`src/rtl/fir_16_tap.sv`:
```
// 16-tap FIR filter: one sample consumed per run request, taps accumulated
// sequentially over 16 cycles, result rounded toward -inf and saturated.
module fir_16_tap (
    input  logic        clk,
    input  logic        rst,
    input  logic        run,
    output logic        busy,
    input  logic [15:0] sample_in,
    input  logic [15:0] coeff0,
    input  logic [15:0] coeff1,
    input  logic [15:0] coeff2,
    input  logic [15:0] coeff3,
    input  logic [15:0] coeff4,
    input  logic [15:0] coeff5,
    input  logic [15:0] coeff6,
    input  logic [15:0] coeff7,
    input  logic [15:0] coeff8,
    input  logic [15:0] coeff9,
    input  logic [15:0] coeff10,
    input  logic [15:0] coeff11,
    input  logic [15:0] coeff12,
    input  logic [15:0] coeff13,
    input  logic [15:0] coeff14,
    input  logic [15:0] coeff15,
    output logic [15:0] filter_data
);
    typedef enum logic [1:0] {S_IDLE, S_MAC, S_DONE} state_t;

    state_t             r_state;
    state_t             w_next;
    logic signed [15:0] r_tap [16];
    logic signed [39:0] r_acc;
    logic [3:0]         r_idx;
    logic [15:0]        w_coeff [16];
    logic signed [32:0] w_prod;
    logic signed [39:0] w_shift;
    logic [15:0]        w_sat;

    assign w_coeff[0]  = coeff0;
    assign w_coeff[1]  = coeff1;
    assign w_coeff[2]  = coeff2;
    assign w_coeff[3]  = coeff3;
    assign w_coeff[4]  = coeff4;
    assign w_coeff[5]  = coeff5;
    assign w_coeff[6]  = coeff6;
    assign w_coeff[7]  = coeff7;
    assign w_coeff[8]  = coeff8;
    assign w_coeff[9]  = coeff9;
    assign w_coeff[10] = coeff10;
    assign w_coeff[11] = coeff11;
    assign w_coeff[12] = coeff12;
    assign w_coeff[13] = coeff13;
    assign w_coeff[14] = coeff14;
    assign w_coeff[15] = coeff15;

    // Coefficient is zero-extended so the signed multiply treats it as unsigned Q0.16.
    assign w_prod  = r_tap[r_idx] * $signed({1'b0, w_coeff[r_idx]});
    assign w_shift = r_acc >>> 16;

    always_comb begin
        if (w_shift > 40'sd32767)
            w_sat = 16'h7FFF;
        else if (w_shift < -40'sd32768)
            w_sat = 16'h8000;
        else
            w_sat = w_shift[15:0];
    end

    always_ff @(posedge clk or posedge rst) begin
        if (rst)
            r_state <= S_IDLE;
        else
            r_state <= w_next;
    end

    always_comb begin
        w_next = r_state;
        case (r_state)
            S_IDLE:  if (run) w_next = S_MAC;
            S_MAC:   if (r_idx == 4'd15) w_next = S_DONE;
            S_DONE:  w_next = S_IDLE;
            default: w_next = S_IDLE;
        endcase
    end

    always_comb begin
        busy = (r_state != S_IDLE) || run;
    end

    always_ff @(posedge clk or posedge rst) begin
        if (rst) begin
            for (int i = 0; i < 16; i++) r_tap[i] <= '0;
            r_acc       <= '0;
            r_idx       <= '0;
            filter_data <= '0;
        end else begin
            case (r_state)
                S_IDLE: if (run) begin
                    for (int i = 15; i > 0; i--) r_tap[i] <= r_tap[i-1];
                    r_tap[0] <= sample_in;
                    r_acc    <= '0;
                    r_idx    <= '0;
                end
                S_MAC: begin
                    r_acc <= r_acc + $signed({{7{w_prod[32]}}, w_prod});
                    r_idx <= r_idx + 4'd1;
                end
                S_DONE:  filter_data <= w_sat;
                default: ;
            endcase
        end
    end
endmodule

```
`config.mk`:
```
export PLATFORM = sky130hd
export DESIGN_NAME = fir_16_tap
export DESIGN_NICKNAME = d
export VERILOG_FILES = /design/src/rtl/fir_16_tap.sv
export SDC_FILE = /design/constraint.sdc
export NUM_CORES = 1
export LEC_CHECK = 0
export ABC_AREA = 0
export BUFFER_PORTS_ARGS = -buffer_cell sky130_fd_sc_hd__buf_2
export CAP_MARGIN = 20
export CORE_MARGIN = 2
export CORE_UTILIZATION = 30
export CTS_CLUSTER_DIAMETER = 40
export DETAILED_ROUTE_END_ITERATION = 8
export GPL_TIMING_DRIVEN = 0
export PLACE_DENSITY = 0.46
export SLEW_MARGIN = 20
export SYNTH_ARGS = -nofsm -noshare
export SYNTH_HDL_FRONTEND = slang
export SYNTH_SLANG_ARGS = --single-unit
```
`constraint.sdc`:
```
create_clock -name clk -period 20.2 [get_ports clk]
set_input_delay 2.02 -clock clk [delete_from_list [all_inputs] [get_ports clk]]
set_output_delay 2.02 -clock clk [all_outputs]
set_load 0.01 [all_outputs]
```
# Yosys cells after proc, flatten, opt, wreduce, memory -nomap -nowiden
# Index checks and enable logic that the tools add are counted.
# word_totals
register_bits	318
input_bits	275
output_inout_bits	17
word_cells	54
# classes
n_addsub	2
mul	1
order_cmp	3
eq_ne	5
n_mux	15
bitwise_logic	1
n_reduce_logical	7
# op_table
cell	n
$bmux 16 s4	2
$mux 16	6
$pmux 40 s2	1
$add 40x33->40	1
$mux 40	1
$mul 16x17->33	1
$gt 24x16->1 const B	1
$lt 24x16->1 const B	1
$pmux 4 s2	1
$reduce_and 2->1	3
$ge 5x5->1 const B	1
$not 4->5	1
$add 4x1->4 const B	1
$eq 4x4->1 const B	1
$mux 2	2
$mux 4	1
$ne 2x2->1 const B	2
$pmux 2 s2	1
$reduce_bool 2->1	2
$eq 2x1->1 const B	1
$eq 2x2->1 const B	1
$logic_not 2->1	1
$logic_or 1x1->1	1

# Longest topological paths before layout
# Gate-level depths: netlist of run 1.
# depth
ltp_word	7
ltp_mapped	31
depth_no_buf	26

# Worst setup path after synthesis of run 1
# Ideal clock, no wire load.
# synth_path
path_type	input port to flip-flop
from	input port coeff11[10]
to	register r_acc[38]
setup_time_ns	0.124
arrival_time_ns	8.163
t_required_ns	20.076
setup_slack_ns	11.913
cell_stages	24
path_buffers	1
cell_sequence	mux4_2 mux2_2 o21ai_1 buf_2 nor2_1 fa_1 inv_1 fa_1 fa_1 fa_1 inv_1 fa_1 inv_1 fa_1 inv_1 ha_1 a21oi_1 o21ai_0 a211o_1 a21boi_0 a21oi_2 a31o_2 mux2i_1 or2_1
# synth_via
elab_chain_cells	6
# synth_rtl
element	line	text
start: declaration	20	input logic [15:0] coeff11,
$bmux 16 s4	57	assign w_prod = r_tap[r_idx] * $signed({1'b0, w_coeff[r_idx]});
$mux 16 (implied by the code) (2 in series)	57	
$mul 16x17->33	57	
$add 40x33->40	105	r_acc <= r_acc + $signed({{7{w_prod[32]}}, w_prod});
$pmux 40 s2	97	case (r_state)
end signal: assignment	105	
end: declaration	32	logic signed [39:0] r_acc;
# Every way passes these cells. The select of a mux whose other input is x is not followed.
# A chain may end at the register's enable or synchronous reset.

# Worst setup path after layout of run 1
# layout_path
from	register r_idx[1]
to	register r_acc[31]
# layout_via
elab_chain_cells	7
elab_cells_between_ends	10
cone_classes	add/sub (1); mul (1); mux (7); bitwise (1)
# layout_rtl
element	line	text
start: declaration	33	logic [3:0] r_idx;
start signal: assignment	106	r_idx <= r_idx + 4'd1;
$not 4->5 (implied by the code) *	57	
$bmux 16 s4	57	
$mux 16 (implied by the code) (2 in series)	57	
$mul 16x17->33 *	57	
$add 40x33->40 *	105	
$pmux 40 s2 *	97	
# Every way passes the cells marked *; elsewhere a longest branch is shown, timed or not. The select of a mux whose other input is x is not followed.

==> flow_metrics.py, run 1 <==
metrics = {
    "outcome": {
        "run_status": "finished, final reports clean",
    },
    "synthesis": {
        "synth.largest_area_cell": "sky130_fd_sc_hd__dfrtp_1",
        "async_flop_share_pct": 100.0,
        "yosysWarningCount": 0,
        "yosys_cell_types": 70,
        "ys_dominant_reg_cell": "sky130_fd_sc_hd__dfrtp_1",
        "post-synth-top-area-fraction_pct": 30.02,
        "synth_edf_count": 0,
        "post_synth_most_frequent_cells": "sky130_fd_sc_hd__nand2_1, sky130_fd_sc_hd__inv_1, sky130_fd_sc_hd__dfrtp_1, sky130_fd_sc_hd__fa_1, sky130_fd_sc_hd__nor2_1",
        "yosysSeqAreaShare_pct": 30.02,
        "yosys_register_bits": 318,
        "synthCells": 2837,
        "avg_synthesized_cell_area_sq_um": 9.344,
        "yosys.cell_count.top_type": "sky130_fd_sc_hd__nand2_1",
        "post_synth_instance_area_sq_um": 26510,
        "syn_nets": 3478,
        "synthTopCellsByArea": "sky130_fd_sc_hd__dfrtp_1, sky130_fd_sc_hd__fa_1, sky130_fd_sc_hd__nand2_1",
    },
    "global_route": {
        "initial_antenna_violation_count": 3,
        "grt_max_degree": 93,
        "via_count_of_the_first_global_routing_pass": 21830,
        "global_route_wire_length_before_repair_mm": 137.5,
        "grt_total_usage_pct": 20.31,
        "grt.overflow.total": 0,
    },
    "floorplanning": {
        "die-height_um": 301.3,
        "top_level_ports": 292,
        "floorplan.initialDensity_pct": 30.13,
        "die_width_um": 301.3,
        "placement_rows": 109,
        "die-area_sq_um": 90750,
        "core_area_sq_um": 87970,
    },
    "routing": {
        "drt-wirelength-per-cell_um": 20.55,
        "drtAntennaViolNets": 0,
        "initialDrtViolationCount": 1106,
        "vias_per_cell": 4.743,
        "detail_route.drc_violations": 0,
        "detailedRoute.firstPassIterationCount": 7,
        "drt-total-wl_mm": 90.58,
        "vias": 20900,
    },
    "place": {
        "port_buffers": 291,
        "dp_hpwl_mm": 72.50,
        "finalWeightedCongestion": 0.8532,
    },
    "sta": {
        "timing.final.max_slew_violations": 0,
        "fin_tns_setup_ps": 0,
        "tightest_slew_ps": 1116,
        "maxClockFrequency_mhz": 104.2,
        "minimum_clock_period_after_layout_ps": 9593,
        "skew_ps": 46.52,
        "setup_viol": 0,
        "rsz0062_at_grt": "no",
        "finalHoldViolCount": 0,
        "layout_worst_path_cycle_share_pct": 47.49,
        "timing.slew.headroom_pct": 25.13,
    },
    "worst_setup_path": {
        "worst_setup_path_end_kind": "flip-flop",
        "timing.critical_path.required_ps": 20720,
        "setup.worst_path.start_class": "flip-flop",
        "critical_path_fanout_max": 10,
        "setup.worst_path.class": "reg -> reg",
        "critical_path_arrival_ps": 10110,
    },
    "clock_network": {
        "cts-buffers-inserted": 58,
        "post_cts_resized": 0,
        "postCtsHoldBufs": 0,
        "cts_root_buffer": "sky130_fd_sc_hd__clkbuf_16",
        "cts_max_path_buffers": 3,
        "clkSinkCount": 318,
        "cts_setup_buffers": 0,
        "tritoncts": "built",
        "clk_transition_reported_paths_ps": 50,
        "h-tree-depth": 2,
        "worst_skew_pair.late_latency_ps": 640,
    },
    "finish": {
        "layout-area-overhead-vs-synth_pct": 19.23,
        "multi_input_comb_area_sq_um": 16520,
        "seq_area_sq_um": 7958,
        "design.final.nets": 3832,
        "fraction_of_layout_cells_with_a_size_suffix_above_1_pct": 21.30,
        "fillCellCount": 9151,
    },
    "flow_run": {
        "cap_viol_max_count": 0,
    },
    "min_path": {
        "holdCritPathClass": "reg -> reg",
    },
}
-- flip-flops by register name, indices dropped and copies added (netlist names) --
| name | count |
|---|---|
| filter_data | 16 |
| r_acc | 40 |
| r_idx | 4 |
| r_state | 2 |
| r_tap | 256 |
-- metal layers --
layer	GRT usage, %	wire length [um]	share of wire [%]	up-vias
met1	27.90	41070	45	10500
met3	2.687	3818	4.2	122
met4	6.728	3063	3.4	0
met5	0	0	0	-
met2	33.05	42620	47	483
li1	-	-	-	9802
-- cells by family after synthesis --
kind of cell             Yosys count  share of synthesized area, %
adder cells (fa/ha/maj)          366                         23.70
flip-flops                       318                         30.02
AND/OR/NAND/NOR                 1239                         18.79
multiplexers                     189                         13.69
AO/OA/AOI/OAI                    202                         5.041
buffers and inverters            490                         7.665
XOR/XNOR                          33                         1.090
-- area by class of cell --
class | instances | area share (%)
timing repair buffer | 294 | 4.869
inverter | 342 | 4.089
buffer | 148 | 2.375
sequential | 318 | 25.18
multi-input combinational | 2029 | 52.26
clock inverter | 41 | 1.698
antenna | 2 | 0.01583
tap | 1165 | 4.612
clock buffer | 68 | 4.901
-- final timing paths --
kind / from / end / slack, ps / cells after the start
setup / recovery: r_idx[1] / r_acc[31] / 10610 / 27
hold / removal: filter_data[14] / filter_data[14] / 470 / 2
setup reg to reg: r_idx[1] / r_acc[31] / 10610 / 27
hold reg to reg: filter_data[14] / filter_data[14] / 470 / 2
max in group asynchronous: rst / r_tap[4] / 17520 / 4
min in group asynchronous: rst / r_tap[241] / 1480 / 2
-- critical path, stage by stage (launching register included) --
cell and delay (ps):
sky130_fd_sc_hd__dfrtp_1 370, sky130_fd_sc_hd__buf_2 310, sky130_fd_sc_hd__buf_2 420, sky130_fd_sc_hd__buf_1 860
sky130_fd_sc_hd__mux4_2 470, sky130_fd_sc_hd__mux2i_1 150, sky130_fd_sc_hd__nand2_1 60, sky130_fd_sc_hd__o21ai_1 260
sky130_fd_sc_hd__buf_2 430, sky130_fd_sc_hd__nor2_1 110, sky130_fd_sc_hd__fa_1 550, sky130_fd_sc_hd__inv_1 50
sky130_fd_sc_hd__fa_1 470, sky130_fd_sc_hd__fa_1 520, sky130_fd_sc_hd__inv_1 50, sky130_fd_sc_hd__fa_1 490
sky130_fd_sc_hd__fa_1 490, sky130_fd_sc_hd__inv_1 50, sky130_fd_sc_hd__fa_1 510, sky130_fd_sc_hd__inv_1 50
sky130_fd_sc_hd__ha_1 370, sky130_fd_sc_hd__a21oi_1 450, sky130_fd_sc_hd__o2111ai_1 340, sky130_fd_sc_hd__o21ai_0 410
sky130_fd_sc_hd__nand3_1 290, sky130_fd_sc_hd__a21boi_0 430, sky130_fd_sc_hd__o21ai_0 190, sky130_fd_sc_hd__a32o_1 280
-- through the flow --
stage	hold WS, ps	std cells	cell area (sq um)	worst slack [ps]	utilization (%)
6_report	469.4	4407	31610	10610	35.93
5_1_grt	489.4	4405	31600	10350	35.92
4_1_cts	470.8	4405	31600	10620	35.92
3_5_place_dp	461.0	4296	29520	10120	33.55
3_3_place_gp	454.4	4293	29420	4716	33.45
2_1_floorplan	440.6	2837	26510	9380	-
-- cells in the final DEF, fill, tap and decap left out, drive strengths merged, types with 6 or more instances in the layout --
cell type	count
nand2	946
fa	227
dfrtp	318
ha	139
o21bai	6
o21ai	102
nand2b	15
buf	353
xor2	15
clkbuf	157
mux2	26
or2	9
clkinvlp	10
xnor2	18
inv	350
a21oi	39
mux4	135
mux2i	28
nand3	40
nor2b	7
a21o	12
bufinv	8
nor2	181
o21a	11
clkinv	15
nand4	17
Power of run 1 is left out: the tool's default activity adds up to more than one toggle a clock period on the data nets, which glitch-free logic cannot reach.
==> run 2: changes to the inputs <==
--- a/config.mk
+++ b/config.mk
@@ -13,7 +13,7 @@
 export CTS_CLUSTER_DIAMETER = 40
 export DETAILED_ROUTE_END_ITERATION = 8
 export GPL_TIMING_DRIVEN = 0
-export PLACE_DENSITY = 0.46
+export PLACE_DENSITY = 0.48
 export SLEW_MARGIN = 20
 export SYNTH_ARGS = -nofsm -noshare
 export SYNTH_HDL_FRONTEND = slang
==> constraint.sdc (replaced) <==
create_clock -name clk -period 7.8 [get_ports clk]
set_input_delay 0.78 -clock clk [delete_from_list [all_inputs] [get_ports clk]]
set_output_delay 0.78 -clock clk [all_outputs]
set_load 0.01 [all_outputs]
==> run 2 against run 1 <==
Net effect:
- critical path depth shrank 1
- fmax grew 26%
- sequential share of layout area shrank 1.0 points
- critical path type unchanged
- worst hold slack lost 340 ps
- final cell count grew 1.8%
==> flow_metrics.py, run 2 (synthesis gave the netlist of run 1 again) <==
metrics = {
    "outcome": {
        "run_status": "finished, final reports clean",
    },
    "clock_network": {
        "worst_skew_pair.late_latency_ps": 640,
        "cts_root_buffer": "sky130_fd_sc_hd__clkbuf_16",
        "cts-buffers-inserted": 59,
        "postCtsHoldBufs": 0,
        "tritoncts": "built",
        "clk_transition_reported_paths_ps": 50,
        "h-tree-depth": 2,
        "clkSinkCount": 318,
        "cts_max_path_buffers": 3,
    },
    "floorplanning": {
        "die_width_um": 301.3,
        "floorplan.initialDensity_pct": 30.13,
        "top_level_ports": 292,
        "core_area_sq_um": 87970,
        "placement_rows": 109,
        "die-height_um": 301.3,
        "die-area_sq_um": 90750,
    },
    "worst_setup_path": {
        "path_common_cell": "sky130_fd_sc_hd__fa_1",
        "worst_setup_path_end_kind": "flip-flop",
        "worst_r2r_path_depth": 26,
        "timing.critical_path.required_ps": 8340,
        "critical_path_fanout_max": 10,
        "setup.worst_path.start_class": "flip-flop",
        "critPathTopFamily": "adder cells",
        "critical_path_arrival_ps": 8150,
        "worstReg2RegEnd": "r_acc[36]",
        "r2r_setup_slack_ps": 190,
        "crit_path_top_delay_cell": "sky130_fd_sc_hd__fa_1",
        "critPathMaxStageDelay_ps": 590,
        "critPathBufInv": 6,
        "crit-reg2reg-launch": "r_idx[1]",
        "setup.worst_path.class": "reg -> reg",
    },
    "global_route": {
        "grt.overflow.total": 0,
        "grt_total_usage_pct": 20.40,
        "via_count_of_the_first_global_routing_pass": 21960,
        "initial_antenna_violation_count": 5,
        "global_route_wire_length_before_repair_mm": 138.2,
        "grt_max_degree": 33,
    },
    "sta": {
        "setup_viol": 0,
        "timing.slew.headroom_pct": 32.21,
        "hold_ws_ps": 131.3,
        "rsz0062_at_grt": "yes",
        "layout_worst_path_cycle_share_pct": 97.59,
        "timing.final.max_slew_violations": 0,
        "finalHoldViolCount": 0,
        "minimum_clock_period_after_layout_ps": 7612,
        "tightest_slew_ps": 1017,
        "skew_ps": 48.59,
        "maxClockFrequency_mhz": 131.4,
    },
    "finish": {
        "mostFrequentLayoutCell": "sky130_fd_sc_hd__nand2_1",
        "finish.utilization_pct": 37.47,
        "fraction_of_layout_cells_with_a_size_suffix_above_1_pct": 25.04,
        "layout_common_cells": "sky130_fd_sc_hd__nand2_1, sky130_fd_sc_hd__inv_1, sky130_fd_sc_hd__dfrtp_1",
        "reg.largest.list": "r_tap: 256 flops, r_acc: 40 flops, filter_data: 16 flops",
        "max_ffs_per_register": 256,
        "largest-register": "r_tap",
        "design.final.nets": 3909,
        "layout-area-overhead-vs-synth_pct": 24.35,
    },
    "flow_run": {
        "cap_viol_max_count": 0,
    },
    "place": {
        "port_buffers": 291,
        "dp_hpwl_mm": 72.99,
        "finalWeightedCongestion": 0.8605,
    },
    "routing": {
        "detailedRoute.firstPassIterationCount": 5,
        "drtAntennaViolNets": 0,
        "vias_per_cell": 4.780,
        "drt-wirelength-per-cell_um": 20.61,
        "detail_route.drc_violations": 0,
        "drt-total-wl_mm": 92.51,
        "vias": 21450,
        "initialDrtViolationCount": 1312,
    },
    "min_path": {
        "holdCritPathClass": "in -> async",
    },
}
run 2: area by class of cell:
cell class / instances / area [sq um]
fillers: 8985 / 55000
multi-input cells: 2029 / 16880
flip-flops and latches: 318 / 7958
repair buffers: 374 / 2340
clock buffers: 70 / 1558
well taps: 1165 / 1458
inverters: 342 / 1295
plain buffers: 144 / 1028
clock inverters: 42 / 435.4
diodes: 4 / 10.01
run 2: metal layers:
layer | global-route usage [%] | routed length (um) | share of wire [%] | vias to the layer above
met3 | 2.997 | 4921 | 5.3 | 132
met2 | 33.64 | 43920 | 47 | 602
met1 | 27.70 | 40930 | 44 | 10750
met5 | 0 | 7 | 0.0076 | -
met4 | 6.195 | 2723 | 2.9 | 2
li1 | - | - | - | 9968
run 2: worst max path at each step:
stage	start	to	slack, ps	cells after the start
finish	r_idx[1]	r_acc[36]	190	26
global route	r_idx[0]	r_acc[36]	-20	28
CTS	r_idx[0]	r_acc[36]	1	27
detailed placement	r_idx[1]	r_acc[31]	-1750	27
global placement	r_idx[1]	r_acc[31]	-1810	27
floorplan	r_idx[0]	r_acc[38]	640	29
run 2: metrics by stage:
stage               cell area (sq um)  instances  setup slack (ps)  setup TNS (ps)
floorplan                       26510       2837             641.1               0
global placement                29430       4293             -1811          -31070
detailed placement              29650       4304             -1753          -30520
CTS                             32490       4459             1.035               0
global route                    32960       4486            -22.73          -43.71
finish                          32960       4488             188.2               0
run 2: repair_timing:
item | in CTS | in global routing
gates cloned | 2 | 0
endpoints found under the setup margin | 28 | 17
setup buffers | 43 | 27
endpoints found under the hold margin | 0 | 0
gates resized for setup | 125 | 59
pin swaps | 16 | 18
Power of run 2 is left out for the same reason.
==> run 3: changes to the inputs <==
--- a/config.mk
+++ b/config.mk
@@ -7,13 +7,13 @@
 export LEC_CHECK = 0
 export ABC_AREA = 0
 export BUFFER_PORTS_ARGS = -buffer_cell sky130_fd_sc_hd__buf_2
-export CAP_MARGIN = 20
 export CORE_MARGIN = 2
 export CORE_UTILIZATION = 30
 export CTS_CLUSTER_DIAMETER = 40
 export DETAILED_ROUTE_END_ITERATION = 8
 export GPL_TIMING_DRIVEN = 0
-export PLACE_DENSITY = 0.48
+export HOLD_SLACK_MARGIN = 0.1
+export PLACE_DENSITY = 0.46
 export SLEW_MARGIN = 20
 export SYNTH_ARGS = -nofsm -noshare
 export SYNTH_HDL_FRONTEND = slang
==> constraint.sdc (replaced) <==
create_clock -name clk -period 8.4 [get_ports clk]
set_input_delay 0.84 -clock clk [delete_from_list [all_inputs] [get_ports clk]]
set_output_delay 0.84 -clock clk [all_outputs]
set_load 0.01 [all_outputs]
==> run 3 against run 2 <==
Net effect:
- sequential cell count unchanged
- clock skew is 5.7 ps higher
- cell area is 2.5% lower
- register-to-register slack gained 140 ps
- routed wire length decreased by 2.0%
- die area stayed put
- setup slack better by 140 ps
- non-clock buffer count down 58
- first-iteration DRC count is 11% lower
- worst hold slack gained 120 ps
- global-route usage fell by 0.15 points
- fmax shrank 5.7%
- critical endpoint unchanged
- largest cell class unchanged
- highest routed layer is now met4
==> flow_metrics.py, run 3 (synthesis gave the netlist of run 1 again) <==
metrics = {
    "sta": {
        "layout_worst_path_cycle_share_pct": 96.05,
        "maxClockFrequency_mhz": 123.9,
        "setup_viol": 0,
        "timing.slew.headroom_pct": 29.55,
        "fin_tns_setup_ps": 0,
        "skew_ps": 54.28,
        "finalHoldViolCount": 0,
        "layout_setup_ws_ps": 332.0,
        "tightest_slew_ps": 1057,
        "minimum_clock_period_after_layout_ps": 8068,
        "timing.final.max_slew_violations": 0,
        "hold_ws_ps": 255.1,
    },
    "clock_network": {
        "h-tree-depth": 2,
        "postCtsHoldBufs": 0,
        "clkSinkCount": 318,
        "tritoncts": "built",
        "worst_skew_pair.late_latency_ps": 630,
        "cts_root_buffer": "sky130_fd_sc_hd__clkbuf_16",
        "clk_transition_reported_paths_ps": 50,
        "cts-buffers-inserted": 58,
        "cts_max_path_buffers": 3,
    },
    "floorplanning": {
        "core_area_sq_um": 87970,
        "die-height_um": 301.3,
        "die-area_sq_um": 90750,
        "placement_rows": 109,
        "die_width_um": 301.3,
        "floorplan.initialDensity_pct": 30.13,
        "top_level_ports": 292,
    },
    "routing": {
        "drtAntennaViolNets": 0,
        "drt-wirelength-per-cell_um": 20.50,
        "drt-total-wl_mm": 90.69,
        "detail_route.drc_violations": 0,
        "detailedRoute.firstPassIterationCount": 7,
        "vias_per_cell": 4.749,
        "vias": 21010,
        "initialDrtViolationCount": 1163,
    },
    "global_route": {
        "initial_antenna_violation_count": 2,
        "global_route_wire_length_before_repair_mm": 138.2,
        "grt.overflow.total": 0,
        "grt_max_degree": 33,
        "grt_total_usage_pct": 20.25,
        "via_count_of_the_first_global_routing_pass": 22070,
    },
    "worst_setup_path": {
        "setup.worst_path.start_class": "flip-flop",
        "critical_path_arrival_ps": 8610,
        "path_common_cell": "sky130_fd_sc_hd__fa_1",
        "r2r_setup_slack_ps": 330,
        "worst_setup_path_end_kind": "flip-flop",
        "critical_path_fanout_max": 10,
        "crit_path_top_delay_cell": "sky130_fd_sc_hd__fa_1",
        "timing.critical_path.required_ps": 8940,
        "setup.worst_path.class": "reg -> reg",
        "critPathMaxStageDelay_ps": 570,
    },
    "place": {
        "port_buffers": 291,
        "dp_hpwl_mm": 73.06,
        "dp_worst_setup_slack_ps": -1158,
        "finalWeightedCongestion": 0.8534,
    },
    "finish": {
        "finish.utilization_pct": 36.55,
        "largest-register": "r_tap",
        "max_ffs_per_register": 256,
        "layout_common_cells": "sky130_fd_sc_hd__nand2_1, sky130_fd_sc_hd__inv_1, sky130_fd_sc_hd__dfrtp_1",
        "design.final.nets": 3850,
        "antenna_cells": 0,
        "fraction_of_layout_cells_with_a_size_suffix_above_1_pct": 22.77,
        "mostFrequentLayoutCell": "sky130_fd_sc_hd__nand2_1",
        "reg.largest.list": "r_tap: 256 flops, r_acc: 40 flops, filter_data: 16 flops",
        "layout-area-overhead-vs-synth_pct": 21.30,
    },
    "outcome": {
        "run_status": "finished, final reports clean",
    },
    "min_path": {
        "holdCritPathClass": "in -> async",
    },
    "flow_run": {
        "cap_viol_max_count": 0,
    },
}
## run 3: changes by cell type in the layout (fill, tap and decap cells not counted), moves of 7 or more
cell	previous run	this run
sky130_fd_sc_hd__buf_4	77	19
sky130_fd_sc_hd__ha_1	128	139
sky130_fd_sc_hd__buf_12	23	13
sky130_fd_sc_hd__buf_2	300	310
sky130_fd_sc_hd__o21ai_4	21	11
sky130_fd_sc_hd__ha_2	7	0
sky130_fd_sc_hd__o21ai_2	6	13
## run 3: timing repair
action,4_1_cts,5_1_grt
pin swaps,0,4
buffers inserted,0,8
resized for setup,39,37
setup endpoints to repair,26,17
## run 3: metal layers
| layer | global-route usage [%] | routed length [um] |
|---|---|---|
| met4 | 4.288 | 1708 |
| met5 | 0 | 0 |
| met2 | 34.62 | 44580 |
| met3 | 2.096 | 3271 |
| met1 | 27.74 | 41120 |
## run 3: final timing paths
path                            startpoint         endpoint  depth (start not counted)
hold reg to reg            filter_data[14]  filter_data[14]                          2
setup / recovery                  r_idx[1]        r_acc[36]                         26
max in group asynchronous              rst        r_acc[10]                          6
hold / removal                         rst       r_tap[241]                          2
min in group clk              sample_in[1]       r_tap[241]                          3
setup reg to reg                  r_idx[1]        r_acc[36]                         26
## run 3: area by class of cell
type	instances	area, sq um
fillers	9019	55810
multi-input cells	2029	16640
flip-flops and latches	318	7958
repair buffers	312	1852
clock buffers	70	1587
well taps	1165	1458
inverters	342	1292
plain buffers	148	825.8
clock inverters	40	540.5
## run 3: through the flow
| stage | std cells | cell area [sq um] |
|---|---|---|
| 2_1_floorplan | 2837 | 26510 |
| 4_1_cts | 4416 | 31940 |
| 6_report | 4424 | 32150 |
| 5_1_grt | 4424 | 32150 |
| 3_3_place_gp | 4293 | 29430 |
| 3_5_place_dp | 4306 | 29720 |
## run 3: worst max-delay path: cells and delay by family (launching register included)
kind	cells	cell delay (ps)
compound gates	6	1550
simple gates	5	990
flops	1	360
buf+inv	6	1320
mux	2	300
fa+ha+maj	7	3410
Power of run 3 is left out for the same reason.
